## src/rtl/dual_low_qualifier_pkg.sv

```systemverilog
// Shared definitions for the dual-active-low qualifier: FSM state encoding
// and the width of the qualification/release counter.
package dual_low_qualifier_pkg;

    // Width of the qualification/release counter.
    localparam int CNT_W = 8;

    typedef logic [CNT_W-1:0] cnt_t;

    // Qualifier FSM states. The encoding is fixed so that other blocks in
    // the library can decode it directly.
    typedef enum logic [1:0] {
        IDLE   = 2'd0,  // condition absent, output low
        QUAL   = 2'd1,  // both inputs low, counting toward assertion
        ACTIVE = 2'd2,  // condition accepted, output high
        REL    = 2'd3   // condition lost, counting toward release
    } qual_state_t;

    // Converts a count parameter into the counter's native width.
    function automatic cnt_t to_cnt(input int value);
        return cnt_t'(value);
    endfunction

    // Reports whether a state drives the qualified level high.
    function automatic logic level_of(input qual_state_t st);
        return (st == ACTIVE) || (st == REL);
    endfunction

endpackage

```

## src/rtl/dual_low_qualifier_if.sv

```systemverilog
// Signal bundle between the asynchronous board-side strobes and the
// qualifier. The master side drives the enable and the two active-low
// inputs. The slave side (the qualifier) returns the level and the pulse.
interface dual_low_qualifier_if;

    logic CE;  // clock enable for the qualifier FSM and counter
    logic I0;  // active-low asynchronous input
    logic I1;  // active-low asynchronous input
    logic O;   // qualified level
    logic P;   // one-cycle pulse on each assertion of O

    modport master (
        output CE,
        output I0,
        output I1,
        input  O,
        input  P
    );

    modport slave (
        input  CE,
        input  I0,
        input  I1,
        output O,
        output P
    );

endinterface

```

## src/rtl/dual_low_qualifier_sync_ff_chain.sv

```systemverilog
// Multi-flop synchroniser for one asynchronous input. CLR presets every
// stage to 1, so an active-low strobe reads as inactive out of reset.
module sync_ff_chain #(
    parameter int STAGES = 2
) (
    input  logic C,
    input  logic CLR,
    input  logic d,
    output logic q
);

    logic [STAGES-1:0] chain;

    // Shift the input one stage per clock, preset to inactive on CLR.
    always_ff @(posedge C or posedge CLR) begin
        if (CLR) begin
            chain <= '1;
        end else begin
            // NOTE: non-blocking assignment makes each stage take its
            // predecessor's value from before the edge, so the chain
            // really delays by STAGES clocks instead of collapsing.
            chain <= {chain[STAGES-2:0], d};
        end
    end

    assign q = chain[STAGES-1];

endmodule

```

## src/rtl/dual_low_qualifier.sv

```systemverilog
// Registered, glitch-filtered dual-active-low AND. Both inputs are
// synchronised, then a four-state FSM requires ASSERT_CNT consecutive
// enabled cycles of both-low before raising O and DEASSERT_CNT consecutive
// enabled cycles without both-low before dropping it. P marks each rise.
module dual_low_qualifier
    import dual_low_qualifier_pkg::*;
#(
    parameter int SYNC_STAGES  = 2,  // 2..4
    parameter int ASSERT_CNT   = 4,  // 1..255
    parameter int DEASSERT_CNT = 4   // 1..255
) (
    input  logic                  C,
    input  logic                  CLR,
    dual_low_qualifier_if.slave   bus
);

    localparam cnt_t ASSERT_LIM   = to_cnt(ASSERT_CNT);
    localparam cnt_t DEASSERT_LIM = to_cnt(DEASSERT_CNT);

    logic        i0_sync;
    logic        i1_sync;
    logic        s;
    qual_state_t state;
    cnt_t        cnt;
    cnt_t        cnt_inc;
    logic        o_q;
    logic        p_q;

    sync_ff_chain #(
        .STAGES (SYNC_STAGES)
    ) u_sync_i0 (
        .C   (C),
        .CLR (CLR),
        .d   (bus.I0),
        .q   (i0_sync)
    );

    sync_ff_chain #(
        .STAGES (SYNC_STAGES)
    ) u_sync_i1 (
        .C   (C),
        .CLR (CLR),
        .d   (bus.I1),
        .q   (i1_sync)
    );

    // Both synchronised inputs low: the raw condition being qualified.
    assign s = ~i0_sync & ~i1_sync;

    // The counter never exceeds the larger limit (at most 255), and every
    // path that reaches a limit reloads it, so this increment cannot wrap.
    assign cnt_inc = cnt + to_cnt(1);

    // Qualifier FSM with registered level and pulse outputs; CE gates
    // every state and counter change, while P always clears when idle.
    always_ff @(posedge C or posedge CLR) begin
        if (CLR) begin
            state <= IDLE;
            cnt   <= '0;
            o_q   <= 1'b0;
            p_q   <= 1'b0;
        end else if (!bus.CE) begin
            // State, count and level hold; the pulse is never stretched.
            p_q <= 1'b0;
        end else begin
            p_q <= 1'b0;
            unique case (state)
                IDLE: begin
                    if (s) begin
                        if (ASSERT_CNT == 1) begin
                            state <= ACTIVE;
                            cnt   <= '0;
                            o_q   <= 1'b1;
                            p_q   <= 1'b1;
                        end else begin
                            state <= QUAL;
                            cnt   <= to_cnt(1);
                        end
                    end
                end

                QUAL: begin
                    if (s) begin
                        if (cnt_inc == ASSERT_LIM) begin
                            state <= ACTIVE;
                            cnt   <= '0;
                            o_q   <= 1'b1;
                            p_q   <= 1'b1;
                        end else begin
                            cnt <= cnt_inc;
                        end
                    end else begin
                        // Any break in the low-low run restarts qualification.
                        state <= IDLE;
                        cnt   <= '0;
                    end
                end

                ACTIVE: begin
                    if (!s) begin
                        if (DEASSERT_CNT == 1) begin
                            state <= IDLE;
                            cnt   <= '0;
                            o_q   <= 1'b0;
                        end else begin
                            state <= REL;
                            cnt   <= to_cnt(1);
                        end
                    end
                end

                REL: begin
                    if (!s) begin
                        if (cnt_inc == DEASSERT_LIM) begin
                            state <= IDLE;
                            cnt   <= '0;
                            o_q   <= 1'b0;
                        end else begin
                            cnt <= cnt_inc;
                        end
                    end else begin
                        // Condition came back before release completed:
                        // O never dropped, so this is not a new assertion.
                        state <= ACTIVE;
                        cnt   <= '0;
                    end
                end

                default: begin
                    state <= IDLE;
                    cnt   <= '0;
                    o_q   <= 1'b0;
                end
            endcase
        end
    end

    assign bus.O = o_q;
    assign bus.P = p_q;

endmodule

```

## src/flat_wrapper.sv

```systemverilog
// flat-port wrapper written by rule: the top's interface ports become plain ports
module dual_low_qualifier_flat import dual_low_qualifier_pkg::*;
#(
    parameter int SYNC_STAGES  = 2,         
    parameter int ASSERT_CNT   = 4,           
    parameter int DEASSERT_CNT = 4            
)
  (C, CLR, bus_CE, bus_I0, bus_I1, bus_O, bus_P);
  dual_low_qualifier_if bus_i ();
  input  logic C;
  input  logic CLR;
  input wire logic [$bits(bus_i.CE)-1:0] bus_CE;
  input wire logic [$bits(bus_i.I0)-1:0] bus_I0;
  input wire logic [$bits(bus_i.I1)-1:0] bus_I1;
  output wire logic [$bits(bus_i.O)-1:0] bus_O;
  output wire logic [$bits(bus_i.P)-1:0] bus_P;
  assign bus_i.CE = bus_CE;
  assign bus_i.I0 = bus_I0;
  assign bus_i.I1 = bus_I1;
  assign bus_O = bus_i.O;
  assign bus_P = bus_i.P;
  dual_low_qualifier #(.SYNC_STAGES(SYNC_STAGES), .ASSERT_CNT(ASSERT_CNT), .DEASSERT_CNT(DEASSERT_CNT)) u_core (.C(C), .CLR(CLR), .bus(bus_i));
endmodule
```

## config.mk

```make
export PLATFORM = sky130hd
export DESIGN_NAME = dual_low_qualifier_flat
export DESIGN_NICKNAME = d
export VERILOG_FILES = /design/src/rtl/dual_low_qualifier_pkg.sv /design/src/rtl/dual_low_qualifier_if.sv /design/src/rtl/dual_low_qualifier_sync_ff_chain.sv /design/src/rtl/dual_low_qualifier.sv /design/src/flat_wrapper.sv
export SDC_FILE = /design/constraint.sdc
export NUM_CORES = 1
export LEC_CHECK = 0
export CORE_ASPECT_RATIO = 1.1
export CORE_MARGIN = 2
export CORE_UTILIZATION = 50
export DETAILED_ROUTE_END_ITERATION = 12
export PLACE_DENSITY = 0.78
export SYNTH_ARGS = -nofsm -noshare
export SYNTH_HDL_FRONTEND = slang
export SYNTH_HIERARCHICAL = 1
export SYNTH_SLANG_ARGS = --single-unit
```

## constraint.sdc

```tcl
create_clock -name C -period 4.9 [get_ports C]
set_input_delay 0.98 -clock C [delete_from_list [all_inputs] [get_ports C]]
set_output_delay 0.98 -clock C [all_outputs]
set_load 0.01 [all_outputs]
```

==> results list, run 1 <==
- Initial core utilization: 54.0%
- Row generation in the floorplan step produced 15 rows.
- Number of top-level design ports: 7
* Biggest area contributors in the synthesized netlist: dfrtp_1 (35%), dfstp_2 (12%), mux2i_1 (4.7%)
- Fraction of power consumed by sequential logic: 57.2%
* Fraction of power spent switching nets: 24.4%
- The slowest stage of the critical path belongs to the cell clkdlybuf4s50_1.
- Routability-driven placement finished with a final weighted congestion of 0.810.
- IR analysis of the VDD net gives a maximum drop of 0.170 mV.
- In this run the post-CTS setup repair buffer count came out at 0.
- Across every metal layer, demand over resource in global routing totals 16.7%.
- Total of hold buffers inserted after clock tree synthesis: 0
- The tool flagged a number of max-cap violations equal to 0.
- The worst setup path is of the reg -> out kind.
- Die width: 43.3 microns
* Layout Nets: 100
* TritonRoute pass-1 iters: 4
* Final antenna diode count: 0
- Capturing element type of the critical path: output port
- In this design, the stage delay of the slowest critical-path cell is 530 ps.
- Summed over all nets, the switching power comes to 0.0640 mW.
- Wire length reported by the detailed router: 1410 microns
- Cell taking the most area after synthesis: dfrtp_1
- Walking the worst path, the cells encountered are clkdlybuf4s50_1.
- Core area: 0.00158 sq mm
- In this run the cell area measured after placement is 921 sq um.
* Quantity of I/O buffers inserted on ports: 6
- Cell class contributing the biggest share of worst-path delay: buffers and inverters
* Final standard cell area without fillers: 957 sq um
- Final critical-path share of the clock period: 43.6%
* Total power draw: 0.262 mW
- P_leak: 0.423 nW
* Antenna violation net count after detailed routing: 0
- Clock-pin slew of the registers on the worst-case setup and hold paths: 90 ps
* Count of cell types in the netlist: 34
- Maximum frequency from static timing analysis: 469 MHz
- Portion of the post-synthesis area used by sequential elements: 47.6%
* Most instantiated flip-flop cell in the synthesis netlist: dfrtp_1
* Async set or reset register ratio after synthesis: 100%
- In this run, the number of DRC markers left after iteration 0 of detailed routing was 21.
* Layout fillers: 138
* Drt wl/cell: 12.9 microns
- Layout Skew: 1.36 ps
* TritonCTS clock tree: done
- Overflow left after global routing: 0
- Setup violations remaining at the end of the flow were counted as 0.
- The final-report max-slew violation count came to 0.
- In this run the cell area of the synthesized design comes to 851 sq um.
- After synthesis, the mean cell area works out to 10.1 sq um.
- The number of hold violations in the final report came to 0.
* Area growth syn-to-layout: 12.5%
* Buf+Inv Stages, Crit Path: 1
- The startpoint identified for the worst hold timing path is u_core/u_sync_i0/chain[0]$_DFF_PP1_.
- In this run, post-CTS repair resized a total of 0 instances.
- In this run, CTS created clock tree buffers numbering 3.
- Setup TNS Final: 0 ps
* Launch point of the worst reg-to-reg path: u_core/cnt[0]$_DFFE_PP0P_
- Fin crit period: 2130 ps
* Synth Net Count: 91
* Bufs on Longest Clock Path: 2
- Total of warnings raised by yosys: 6
* Area of the die: 0.00205 sq mm
- For the worst setup path, the data required time is 3920 ps.
* Arrival time worst endpoint: 1150 ps
- The run finished with clean final reports.
- Antenna violations before repair: 0
- The critical path starts at u_core/bus.O$_DFFE_PP0P_.
- Measured against its own limit, the worst slew margin works out to 65.6%.
* Final routed DRC violation total: 0
- Most frequently used cell type in the post-synthesis netlist: dfrtp_1
- The internal portion of the total power is 0.198 mW.
- Post-synthesis cell count: 84
* Vias in the first global route: 605
- After detailed routing, the number of vias per cell comes to 5.83.
- Fraction of power consumed by the clock network: 31.6%
- The share of synthesized area in the top cell type comes to 35.3%.
- In this run, synthesis inferred 0 flip-flops with an integrated enable.
* Root buf cell: clkbuf_4
* Actual slew at the worst max-slew pin: 513 ps
* Share of total power in combinational logic: 11.2%
* Share of cells above drive strength 1: 14.1%
- Counting every sink on the clock net gives 16.
* Register bit count reported by yosys: 16
- The worst setup path is launched from a flip-flop.
* CP Max Fanout: 2
- Unrepaired setup endpoints after global routing: false
- Most instantiated cells after synthesis: dfrtp_1 (12), nand2_1 (10), inv_1 (6), o21ai_1 (5)
* Global-route wire length before repair: 2530 microns
- CTS built an H-tree with a depth of 1.
- Clock latency at the later pin of the worst-skew pair: 270 ps
- Detailed placement finished with a half-perimeter wire length of 1090 microns.
- Largest net degree at the start of global routing: 16
- For this design the ratio of total power to cell area is 274 mW/mm^2.
- Total via count in the routed design: 636
- Overall die height: 47.3 microns
- The min-delay analysis places its worst path in the category reg -> reg.
worst paths after layout:
kind	to	slack, ps	depth (start not counted)
max in group asynchronous	u_core/state[0]$_DFFE_PP0P_	3540	2
worst max-delay path	bus_O	2770	1
worst min-delay path	u_core/u_sync_i0/chain[1]$_DFF_PP1_	360	0
worst max register to register	u_core/cnt[0]$_DFFE_PP0P_	2990	5
min in group asynchronous	u_core/cnt[4]$_DFFE_PP0P_	1050	2
worst min register to register	u_core/u_sync_i0/chain[1]$_DFF_PP1_	360	0
power by group through the flow:
| stage | Clock (mW) | Combinational [mW] | Sequential, mW |
|---|---|---|---|
| 2_1_floorplan | 0 | 0.0232 | 0.149 |
| 4_1_cts | 0.0864 | 0.0294 | 0.150 |
| 3_3_place_gp | 0 | 0.0289 | 0.152 |
| 3_5_place_dp | 0 | 0.0292 | 0.152 |
| 5_1_grt | 0.0944 | 0.0332 | 0.151 |
| 6_report | 0.0830 | 0.0293 | 0.150 |
cell type report:
type                    count  area (sq um)  share of cell area, %
multi-input cells          60           412                   43.0
flip-flops and latches     16           405                   42.4
repair buffers              6          60.1                   6.27
clock buffers               4          36.3                   3.79
inverters                   6          22.5                   2.35
well taps                  17          21.3                   2.22
sequential cells by signal (all words and copies together), names as in the netlist, named ones only:
| register | count |
|---|---|
| u_core/cnt | 8 |
| u_core/bus.P | 1 |
| u_core/bus.O | 1 |
| u_core/u_sync_i0/chain | 2 |
| u_core/state | 1 |
| u_core/u_sync_i1/chain | 2 |
cells by family after synthesis:
kind of cell    Yosys count  synth area share, %
fa+ha+maj                 2                 2.94
flops                    16                 47.6
buf+inv                   8                 3.97
compound gates           18                 16.3
mux                       5                 6.03
simple gates             35                 23.1
cells in the final DEF (no fill, tap or decap), drive strengths merged, types with 2 or more instances in the layout:
cell / count
a21oi: 2
a32o: 2
and3: 2
clkbuf: 4
clkdlybuf4s50: 6
dfrtp: 12
dfstp: 4
ha: 2
inv: 6
mux2i: 4
nand2: 10
nand3: 4
nand4: 3
nor2: 2
nor2b: 3
nor3: 2
nor3b: 2
o21a: 2
o21ai: 6
or2b: 2
metal layers:
layer | up-vias | global-route usage (%) | part of all wire (%)
met3 | 2 | 2.31 | 2.6
met4 | 0 | 7.27 | 0.92
met5 | - | 0 | 0
met2 | 13 | 28.4 | 49
li1 | 317 | - | -
met1 | 304 | 21.7 | 47
per-stage QoR:
step / worst slack [ps] / hold WS (ps) / utilization, % / cells
after global routing: 2700 / 370 / 60.7 / 109
final: 2770 / 362 / 60.7 / 109
after detailed placement: 2520 / 350 / 58.4 / 105
after global placement: 2560 / 349 / 58.4 / 105
after floorplan: 3160 / 345 / - / 84
after CTS: 2750 / 365 / 60.7 / 109
(Power assumes the default switching activity.)
==> inputs of run 2 (changes only) <==
clock period = 2 ns   (was 4.9 ns; I/O delays follow)
==> run 2 against run 1 <==
First-iteration DRC count down 71%. Sequential cell count unchanged. Largest cell class unchanged. Non-clock buffer count increased by 2. Count of clock-buffer cells in the layout unchanged. Sequential power rose by 140%. Critical path depth grew 4. Power grew to 2.5 times the previous value. Sequential share of layout area is 0.65 points lower. Cell count up 1.8%. Utilization rose by 0.95 points. Worst setup slack worse by 2700 ps. Routed wire length grew 12%.
==> results list, run 2 (synthesis results as in run 1) <==
- The utilization after layout is 61.7% (+0.95 points).
- The TritonCTS buffer count was 3 (unchanged).
- Total power draw: 0.663 mW (+150%)
* Capturing element type of the critical path: flip-flop
- Commonest non-fill, non-tap cell in the layout: dfrtp_1
- Final weighted congestion of routability-driven global placement: 0.763 (-5.8%)
- Antenna violations before repair: 0 (unchanged)
- The buffers plus inverters on the worst setup path came to 0 (-1).
* Number of flip-flops under the largest register name: 8 (unchanged)
- The transition at the pin with the smallest max-transition slack came to 528 ps (+15.3 ps).
- The clock edge transition at the registers on the reported setup and hold paths is 90 ps (about the same).
* Endpoints failing hold: 0 (unchanged)
- Of the available clock period, the critical path in the final layout requires 94.2%.
- Maximum frequency from static timing analysis: 531 MHz
* Depth of the critical timing path with buffers and inverters included: 5 (+4)
- Peak supply drop: 0.499 mV (+190%)
* Final setup violation count: 0 (unchanged)
- Result of the run: finished clean
- The clock latency of the later-clocked register in the worst-skew pair came to 280 ps (about the same).
- Largest register by flop count: u_core/cnt
- The average wire per cell in the routed design was 14.2 microns (+9.7%).
- The max-cap violation count is 0 (unchanged).
- Core area: 0.00158 sq mm (unchanged)
* Required @ worst endpoint: 2170 ps (-1750 ps)
* Crit path kind: reg -> reg
- The maximum buffer depth of the clock tree is 2 (unchanged).
- Fin crit period: 1880 ps
- The worst clock skew is 1.88 ps (+0.511 ps).
- Cell area after placement: 936 sq um (+1.6%)
* CP Max Fanout: 7 (+5)
* Number of resized instances in the post-cts repair step: 0 (unchanged)
- The number of DRC violations after detailed routing was 0 (unchanged).
- TritonRoute pass-1 iters: 4 (unchanged)
* Power density relative to cell area: 682 mW/mm^2 (+150%)
* Launch point of the worst reg-to-reg path: u_core/cnt[1]$_DFFE_PP0P_
- In the layout the commonest cells are dfrtp_1 (12), nand2_1 (10), clkdlybuf4s50_1 (6), inv_1 (6), o21ai_1 (5).
* Final Hold Slack: 363 ps (+0.977 ps)
- Walking the worst path, the cells encountered are ha_1 > or2b_1 > o32ai_2 > nand4_1 > mux2_1.
* Overall die height: 47.3 microns (unchanged)
- Half-perimeter wire length of the detailed placement result: 1220 microns (+12%)
- The global-route wire length before repair came to 2750 microns (+8.5%).
- Total of hold buffers inserted after clock tree synthesis: 0 (unchanged)
* Largest net degree at the start of global routing: 14 (-2)
- Root buf cell: clkbuf_4
* TritonCTS clock tree: done
* Layout Nets: 102 (+2.0%)
- Initial core utilization: 54.0% (unchanged)
- Setup TNS Final: 0 ps (unchanged)
- Setup repair after global routing left no endpoint under its margin.
- Setup crit start: u_core/cnt[1]$_DFFE_PP0P_
- The overall die area is 0.00205 sq mm (unchanged).
- The summed area of non-filler cells in the final layout came to 972 sq um (+1.6%).
* Path depth of the worst reg2reg path: 5 (unchanged)
- The clock net sink count came to 16 (unchanged).
- Antenna violation net count after detailed routing: 0 (unchanged)
- The stage delay of the slowest cell on the critical path was 460 ps (-70 ps).
- The count of input and output buffers came to 6 (unchanged).
- The final wirelength came to 1570 microns (+12%).
* P_leak: 0.432 nW (+2.2%)
- The proportion of layout cells with a drive suffix above 1 was 16.0% (+1.8 points).
- The H-tree depth is 1 (unchanged).
* Cell class contributing the biggest share of worst-path delay: flip-flops
- Arrival time worst endpoint: 2050 ps (+900 ps)
- Vias in the first global route: 677 (+12%)
* Slew Viols, Final: 0 (unchanged)
* Number of top-level design ports: 7 (unchanged)
- Overflow left after global routing: 0 (unchanged)
* Die width: 43.3 microns (unchanged)
- The number of design-rule violations left by the first detailed-router iteration was 6 (-71%).
- Total via count in the routed design: 650 (+2.2%)
- Worst reg2reg setup slack: 120 ps (-2870 ps)
- Worst setup SP type: flip-flop
* Final antenna diode count: 0 (unchanged)
- The remaining max-slew budget at the tightest pin was 64.6% (-1.0 points).
- The slowest stage of the critical path is the dfrtp_1 cell.
- The number of placement rows is 15 (unchanged).
- The total track usage is 18.3% (+1.6 points).
- In this run the worst hold path is classified as reg -> reg.
- The number of buffers inserted to repair setup after CTS is 0 (unchanged).
* Area growth syn-to-layout: 14.3%
- Via density: 5.86 (+0.36%)
- Largest registers in the final layout: u_core/cnt: 8 flops, u_core/u_sync_i0/chain: 2 flops, u_core/u_sync_i1/chain: 2 flops
-- run 2: cell types whose count changed in the layout (fill, tap and decap cells not counted) --
cell,previous run,this run
buf_4,0,2
-- run 2: layout make-up --
type,count,area [sq um]
clock buffers,4,36.3
fillers,137,604
inverters,6,22.5
multi-input cells,60,412
flip-flops and latches,16,405
well taps,17,21.3
repair buffers,8,75.1
-- run 2: where the power goes --
| group | internal, mW | leakage (nW) | total (mW) | switching [mW] |
|---|---|---|---|---|
| clock | 0.111 | 0.0210 | 0.210 | 0.0991 |
| combinational | 0.0436 | 0.211 | 0.0977 | 0.0541 |
| sequential | 0.341 | 0.200 | 0.355 | 0.0145 |
| total | 0.495 | 0.432 | 0.663 | 0.168 |
-- run 2: per-stage QoR --
step	worst slack, ps	instances
final	116	111
after global routing	0.639	111
after CTS	109	111
after detailed placement	122	107
after global placement	228	107
after floorplan	266	84
-- run 2: worst reg2reg max path: stages (launching register included) --
cell,delay [ps]
dfrtp_1,460
ha_1,230
or2b_1,250
o32ai_2,340
nand4_1,150
mux2_1,340
-- run 2: worst min-delay path by stage --
stage / start / slack [ps] / depth (start not counted) / endpoint
6_report: u_core/u_sync_i0/chain[0]$_DFF_PP1_ / 360 / 0 / u_core/u_sync_i0/chain[1]$_DFF_PP1_
5_1_grt: u_core/u_sync_i0/chain[0]$_DFF_PP1_ / 370 / 0 / u_core/u_sync_i0/chain[1]$_DFF_PP1_
4_1_cts: u_core/u_sync_i0/chain[0]$_DFF_PP1_ / 370 / 0 / u_core/u_sync_i0/chain[1]$_DFF_PP1_
3_5_place_dp: u_core/u_sync_i1/chain[0]$_DFF_PP1_ / 350 / 0 / u_core/u_sync_i1/chain[1]$_DFF_PP1_
3_3_place_gp: u_core/u_sync_i0/chain[0]$_DFF_PP1_ / 350 / 0 / u_core/u_sync_i0/chain[1]$_DFF_PP1_
2_1_floorplan: CLR / 260 / 1 / async pin
-- run 2: layer usage --
layer / global-route usage, % / wire length (microns) / part of all wire [%]
met3: 1.15 / 17 / 1.1
met2: 33.4 / 836 / 53
met4: 12.1 / 10 / 0.64
met1: 21.0 / 709 / 45
met5: 0 / 0 / 0
==> inputs of run 3 (changes only) <==
REMOVE_ABC_BUFFERS = 1   (was default)
TNS_END_PERCENT = 5   (was default)
==> run 3 against run 2 <==
Maximum frequency grew 2.1%. Design area is the same. Combinational power shrank 2%. Clock power grew 2%. Sequential share of layout area is the same. Sequential power is essentially flat. Via count grew 0.77%. Non-clock buffer count is the same. Clock skew grew 3.0 ps. Count of clock-buffer cells in the layout is the same. Worst setup slack gained 38 ps.
==> results list, run 3 (synthesis results as in run 1) <==
- Clock latency at the later pin of the worst-skew pair: 290 ps (about the same)
- Final Util: 61.7% (unchanged)
* Arrival time worst endpoint: 2020 ps (-30 ps)
- Inserted Clock Buffers: 3 (unchanged)
* Peak supply drop: 0.384 mV (-23%)
- The clock edge transition at the registers on the reported setup and hold paths is 100 ps (about the same).
* Commonest non-fill, non-tap cell in the layout: dfrtp_1
* P_leak: 0.432 nW (unchanged)
* Quantity of I/O buffers inserted on ports: 6 (unchanged)
- Global-route wire length before repair: 2750 microns (unchanged)
- The worst setup path is captured at a flip-flop.
* Layout Nets: 102 (unchanged)
* Fraction of power spent switching nets: 25.9% (+0.62 points)
- The placeable core area came to 0.00158 sq mm (unchanged).
- Final critical-path share of the clock period: 92.3% (-1.9 points)
- Buffers inserted during post-CTS setup optimization: 0 (unchanged)
- Required @ worst endpoint: 2180 ps (about the same)
- The overall via count from detail_route was 655 (+0.77%).
* Commonest cells after routing, fill and taps aside: dfrtp_1 (12), nand2_1 (10), clkdlybuf4s50_1 (6), inv_1 (6), o21ai_1 (5)
* Area growth syn-to-layout: 14.3% (unchanged)
- Drt wl/cell: 14.8 microns (+4.4%)
- The number of hold violations in the final report was 0 (unchanged).
* Worst hold path class: reg -> reg
* Initial core utilization: 54.0% (unchanged)
- The number of DRC violations after detailed routing came to 0 (unchanged).
- Max transition margin: 61.1% (-3.5 points)
- Actual slew at the worst max-slew pin: 581 ps (+52.6 ps)
- The global-route track usage on met2 is 31.6% (-1.8 points).
- The max-cap violation count came to 0 (unchanged).
* Overall die height: 47.3 microns (unchanged)
* TritonRoute pass-1 iters: 4 (unchanged)
- TritonCTS built the clock tree.
* Wire length reported by the detailed router: 1640 microns (+4.4%)
- The number of placed I/O pins was 7 (unchanged).
- Crit path kind: reg -> reg
- Largest registers in the final layout: u_core/cnt: 8 flops, u_core/u_sync_i0/chain: 2 flops, u_core/u_sync_i1/chain: 2 flops
* Unrepaired setup endpoints after global routing: false
* Routing usage on met1: 23.5% (+2.5 points)
- The sequential share of power is 53.5% (about the same).
* Die width: 43.3 microns (unchanged)
- The number of instances resized during post-cts repair came to 0 (unchanged).
- The switching power of the nets was 0.173 mW (+3.2%).
- Maximum frequency from static timing analysis: 542 MHz (+2.1%)
- CP Max Fanout: 7 (unchanged)
- Final setup violation count: 0 (unchanged)
- Area of the die: 0.00205 sq mm (unchanged)
- The H-tree depth is 1 (unchanged).
- The initial antenna violation count came to 0 (unchanged).
- Total GRT Usage: 18.7% (+0.45 points)
- Number of flip-flops under the largest register name: 8 (unchanged)
* Result of the run: finished clean
- The portion of total power attributed to combinational logic was 14.4% (-0.3 points).
* Fraction of power consumed by the clock network: 32.2% (+0.6 points)
* Drt initial violations: 21 (+15)
- STA classifies the critical path startpoint as a flip-flop.
* Total of hold buffers inserted after clock tree synthesis: 0 (unchanged)
- The largest net degree at the start of global routing was 13 (-1).
* Final Hold Slack: 365 ps (+1.94 ps)
- The post-DP HPWL came to 1150 microns (-5.7%).
- Root buf cell: clkbuf_4
* Via density: 5.90 (+0.77%)
* Power density relative to cell area: 687 mW/mm^2 (+0.69%)
* Total power draw: 0.668 mW (+0.69%)
- Overflow left after global routing: 0 (unchanged)
- The met3 track utilization from global routing was 2.69% (+1.5 points).
* Fin crit period: 1850 ps (-38.4 ps)
* Slew Viols, Final: 0 (unchanged)
* Final weighted congestion of routability-driven global placement: 0.816 (+6.9%)
- Share of cells above drive strength 1: 16.0% (unchanged)
- Bufs on Longest Clock Path: 2 (unchanged)
* Number of cell rows: 15 (unchanged)
- Final antenna diode count: 0 (unchanged)
- Vias in the first global route: 643 (-5.0%)
- The layer flagged by global routing as most heavily used is met2.
- Clock sink count: 16 (unchanged)
* Power Internal: 0.495 mW (-0.15%)
- The number of nets with antenna violations after routing came to 0 (unchanged).
- The worst clock skew is 4.91 ps (+3.04 ps).
- Largest register by flop count: u_core/cnt
- The final sum of negative setup slack was 0 ps (unchanged).
-- run 3: cell counts in the layout (fill, tap and decap cells not counted) --
No cell type changed its count.
-- run 3: routing by layer --
metal / vias to the layer above / routed length, microns / part of all wire, %
li1: 322 / - / -
met1: 312 / 763 / 46
met2: 19 / 803 / 49
met3: 2 / 63 / 3.8
met4: 0 / 12 / 0.73
met5: - / 0 / 0
-- run 3: layout make-up --
cell class	instances	area [sq um]
clock buffer	4	36.3
multi-input combinational	60	412
fill	142	604
sequential	16	405
timing repair buffer	8	75.1
inverter	6	22.5
tap	17	21.3
-- run 3: path summary, 6_finish.rpt --
path	startpoint	end	cells after the start	slack [ps]
max	u_core/cnt[1]$_DFFE_PP0P_	u_core/cnt[0]$_DFFE_PP0P_	5	150
min reg2reg	u_core/u_sync_i1/chain[0]$_DFF_PP1_	u_core/u_sync_i1/chain[1]$_DFF_PP1_	0	360
max reg2reg	u_core/cnt[1]$_DFFE_PP0P_	u_core/cnt[0]$_DFFE_PP0P_	5	150
min	u_core/u_sync_i1/chain[0]$_DFF_PP1_	u_core/u_sync_i1/chain[1]$_DFF_PP1_	0	360
min in group asynchronous	CLR	u_core/bus.O$_DFFE_PP0P_	2	470
max in group asynchronous	CLR	u_core/cnt[1]$_DFFE_PP0P_	2	1220
-- run 3: power groups by stage --
stage,logic (mW),registers [mW],clock network (mW)
after floorplan,0.0500,0.366,0
final,0.0960,0.357,0.215
after detailed placement,0.0950,0.362,0
after global routing,0.109,0.360,0.235
after CTS,0.0960,0.357,0.225
after global placement,0.0922,0.360,0
-- run 3: critical path: stages, from the launching register on --
cell and delay (ps):
dfrtp_1 470, ha_1 240, or2b_1 250, o32ai_2 310, nand2_1 150, o311a_1 320
-- run 3: through the flow --
| stage | area, sq um | instances | setup WS [ps] |
|---|---|---|---|
| final | 972 | 111 | 154 |
| after global routing | 972 | 111 | 25.7 |
| after CTS | 972 | 111 | 156 |
| after detailed placement | 936 | 107 | 169 |
| after global placement | 936 | 107 | 229 |
| after floorplan | 840 | 82 | 266 |
==> RTL change: new RTL, settings of run 2 <==
The package constant `CNT_W` goes from 8 to 10.
--- a/src/rtl/dual_low_qualifier_pkg.sv
+++ b/src/rtl/dual_low_qualifier_pkg.sv
@@ -3,7 +3,7 @@
 package dual_low_qualifier_pkg;
 
     // Width of the qualification/release counter.
-    localparam int CNT_W = 8;
+    localparam int CNT_W = 10;
 
     typedef logic [CNT_W-1:0] cnt_t;
 
Formal check against the unedited RTL: same outputs for any inputs over 10 cycles, from zero or initial values; that may be too few to reach the edited logic, so the function may still have changed.
==> RTL change against run 2 <==
Total power increased by 26%; setup slack got worse by 0.11 ns; cell count up 12%; sequential cell count up 2; die area rose by 10%; cell area increased by 15%; wire length rose by 27%; synthesized area up 11%; sequential power up 24%; largest cell class unchanged; hold slack better by 0.00053 ns.
==> RTL change: results (changes against run 2) <==
| Metric | Value |
|---|---|
| Clock Pin Slew Worst Setup and Hold Paths | 0.11 ns (was 0.09 ns) |
| Cell with the largest stage delay on the worst path | dfrtp_1 (unchanged) |
| Routed wire length per instance | 16.1 um (was 14.2 um) |
| Via density | 6.44 (was 5.86) |
| Slew margin rel. | 63.4% (was 64.6%) |
| Largest net degree at the start of global routing | 15 (was 14) |
| Initial DRC count | 34 (was 6) |
| Adder-cell area share of the yosys netlist | 1.32% (was 2.94%) |
| CTS root buffer | clkbuf_4 (unchanged) |
| Gpl congestion | 0.787 (was 0.763) |
| Most frequent cells after synthesis | 14 x dfrtp_1, 10 x nand3_1, 6 x inv_1 (was 12 x dfrtp_1, 10 x nand2_1, 6 x inv_1) |
| Clk_lat worst skew | 0.31 ns (was 0.28 ns) |
| Leakage power | 0.503 nW (was 0.432 nW) |
| CP peak stage delay | 0.45 ns |
| Total CTS buffers | 3 (unchanged) |
| Area contributors post-synth | dfrtp_1 37%, dfstp_2 11%, nand3_1 5.3%, a22o_1 3.7%, and3_1 3.3% (was dfrtp_1 35%, dfstp_2 12%, mux2i_1 4.7%, nand2_1 4.4%, ha_1 2.9%) |
| Detailed Routing Iterations Pass 1 | 4 (unchanged) |
| Post-synth ARST share | 100% (unchanged) |
| Worst Clk Skew | 0.0110 ns (was 0.00188 ns) |
| Share of cells above drive strength 1 | 22.6% (was 16.0%) |
| Diode count | 0 (unchanged) |
| Synth Area in Compound Gates | 18.0% (was 16.3%) |
| First-pass GRT wire length | 3.33 mm (was 2.75 mm) |
| Pre-CTS setup slack | 0.135 ns (was 0.122 ns) |
| Number of distinct library cells after synthesis | 37 (was 34) |
| CP Data Arrival Time | 2.19 ns (was 2.05 ns) |
| Status | finished, final reports clean (unchanged) |
| Largest registers | u_core/cnt (10), u_core/u_sync_i0/chain (2), u_core/u_sync_i1/chain (2) (was u_core/cnt (8), u_core/u_sync_i0/chain (2), u_core/u_sync_i1/chain (2)) |
| Buffers on Ports | 6 (unchanged) |
| Post-synthesis sequential area ratio | 48.1% (was 47.6%) |
| Number of global-route vias before repair | 769 (was 677) |
| Gr usage total | 20.6% (was 18.3%) |
| Xor and xnor area share after synthesis | 2.78% (was 0%) |
| Max clock buf depth | 2 (unchanged) |
| Syn Nets | 98 (was 91) |
| Post-synthesis mux area share | 2.65% (was 6.03%) |
| Max FO, Critical Path | 5 (was 7) |
| Max rail drop VDD | 487 uV (was 499 uV) |
| HPWL Detailed | 1.36 mm (was 1.22 mm) |
| Worst hold path type | reg -> reg (unchanged) |
| Crit-path leading delay family | flip-flops (unchanged) |
| H-tree depth | 1 (unchanged) |
| Initial antenna violation count | 0 (unchanged) |
| Filler Cell Count | 137 (unchanged) |
| Nets | 113 (was 102) |
| Ys Warns | 6 (unchanged) |
[RTL change: repair_timing]
action	CTS	global route
resized for setup	0	4
buffers inserted	0	3
setup endpoints to repair	0	2
[RTL change: area by class of cell]
cell class,count,area share [%]
multi-input cells,66,42.4
flip-flops and latches,18,40.9
repair buffers,12,9.41
clock buffers,4,3.25
inverters,6,2.02
well taps,18,2.02
[RTL change: stage by stage]
step                instance area, um^2  TNS, ns  util [%]  instances
CTS                                1080        0      60.5        121
finish                             1120        0      62.7        124
floorplan                           946        0         -         92
global placement                   1040        0      58.4        117
global route                       1120  -0.0281      62.7        124
detailed placement                 1040        0      58.4        117
[RTL change: kinds of logic after synthesis]
family / after synthesis
and+or+nand+nor: 39
AOI/OAI and AO/OA: 21
DFF: 18
buffers and inverters: 8
xor gates and xnor gates: 3
muxes: 2
adders and majority gates: 1
[RTL change: layer usage]
layer	vias to the layer above	GRT usage [%]	wire length (um)
met5	-	0	0
met4	0	14.2	61
met3	5	3.30	86
met2	30	32.4	1010
met1	400	24.6	840
li1	364	-	-
[RTL change: worst paths after layout]
check / startpoint / end / slack (ns) / depth (start not counted)
setup / recovery: u_core/cnt[1] / register / 0.005 / 6
hold reg to reg: u_core/u_sync_i1/chain[0] / u_core/u_sync_i1/chain[1] / 0.36 / 0
min in group asynchronous: CLR / u_core/u_sync_i0/chain[0] / 0.46 / 2
max in group asynchronous: CLR / u_core/cnt[0] / 1.14 / 2
setup reg to reg: u_core/cnt[1] / register / 0.005 / 6
hold / removal: u_core/u_sync_i1/chain[0] / u_core/u_sync_i1/chain[1] / 0.36 / 0
[RTL change: power by group]
part	switching (mW)	leakage (nW)	internal, mW
logic	0.0833	0.255	0.0836
clock network	0.120	0.0210	0.111
registers	0.0411	0.227	0.399
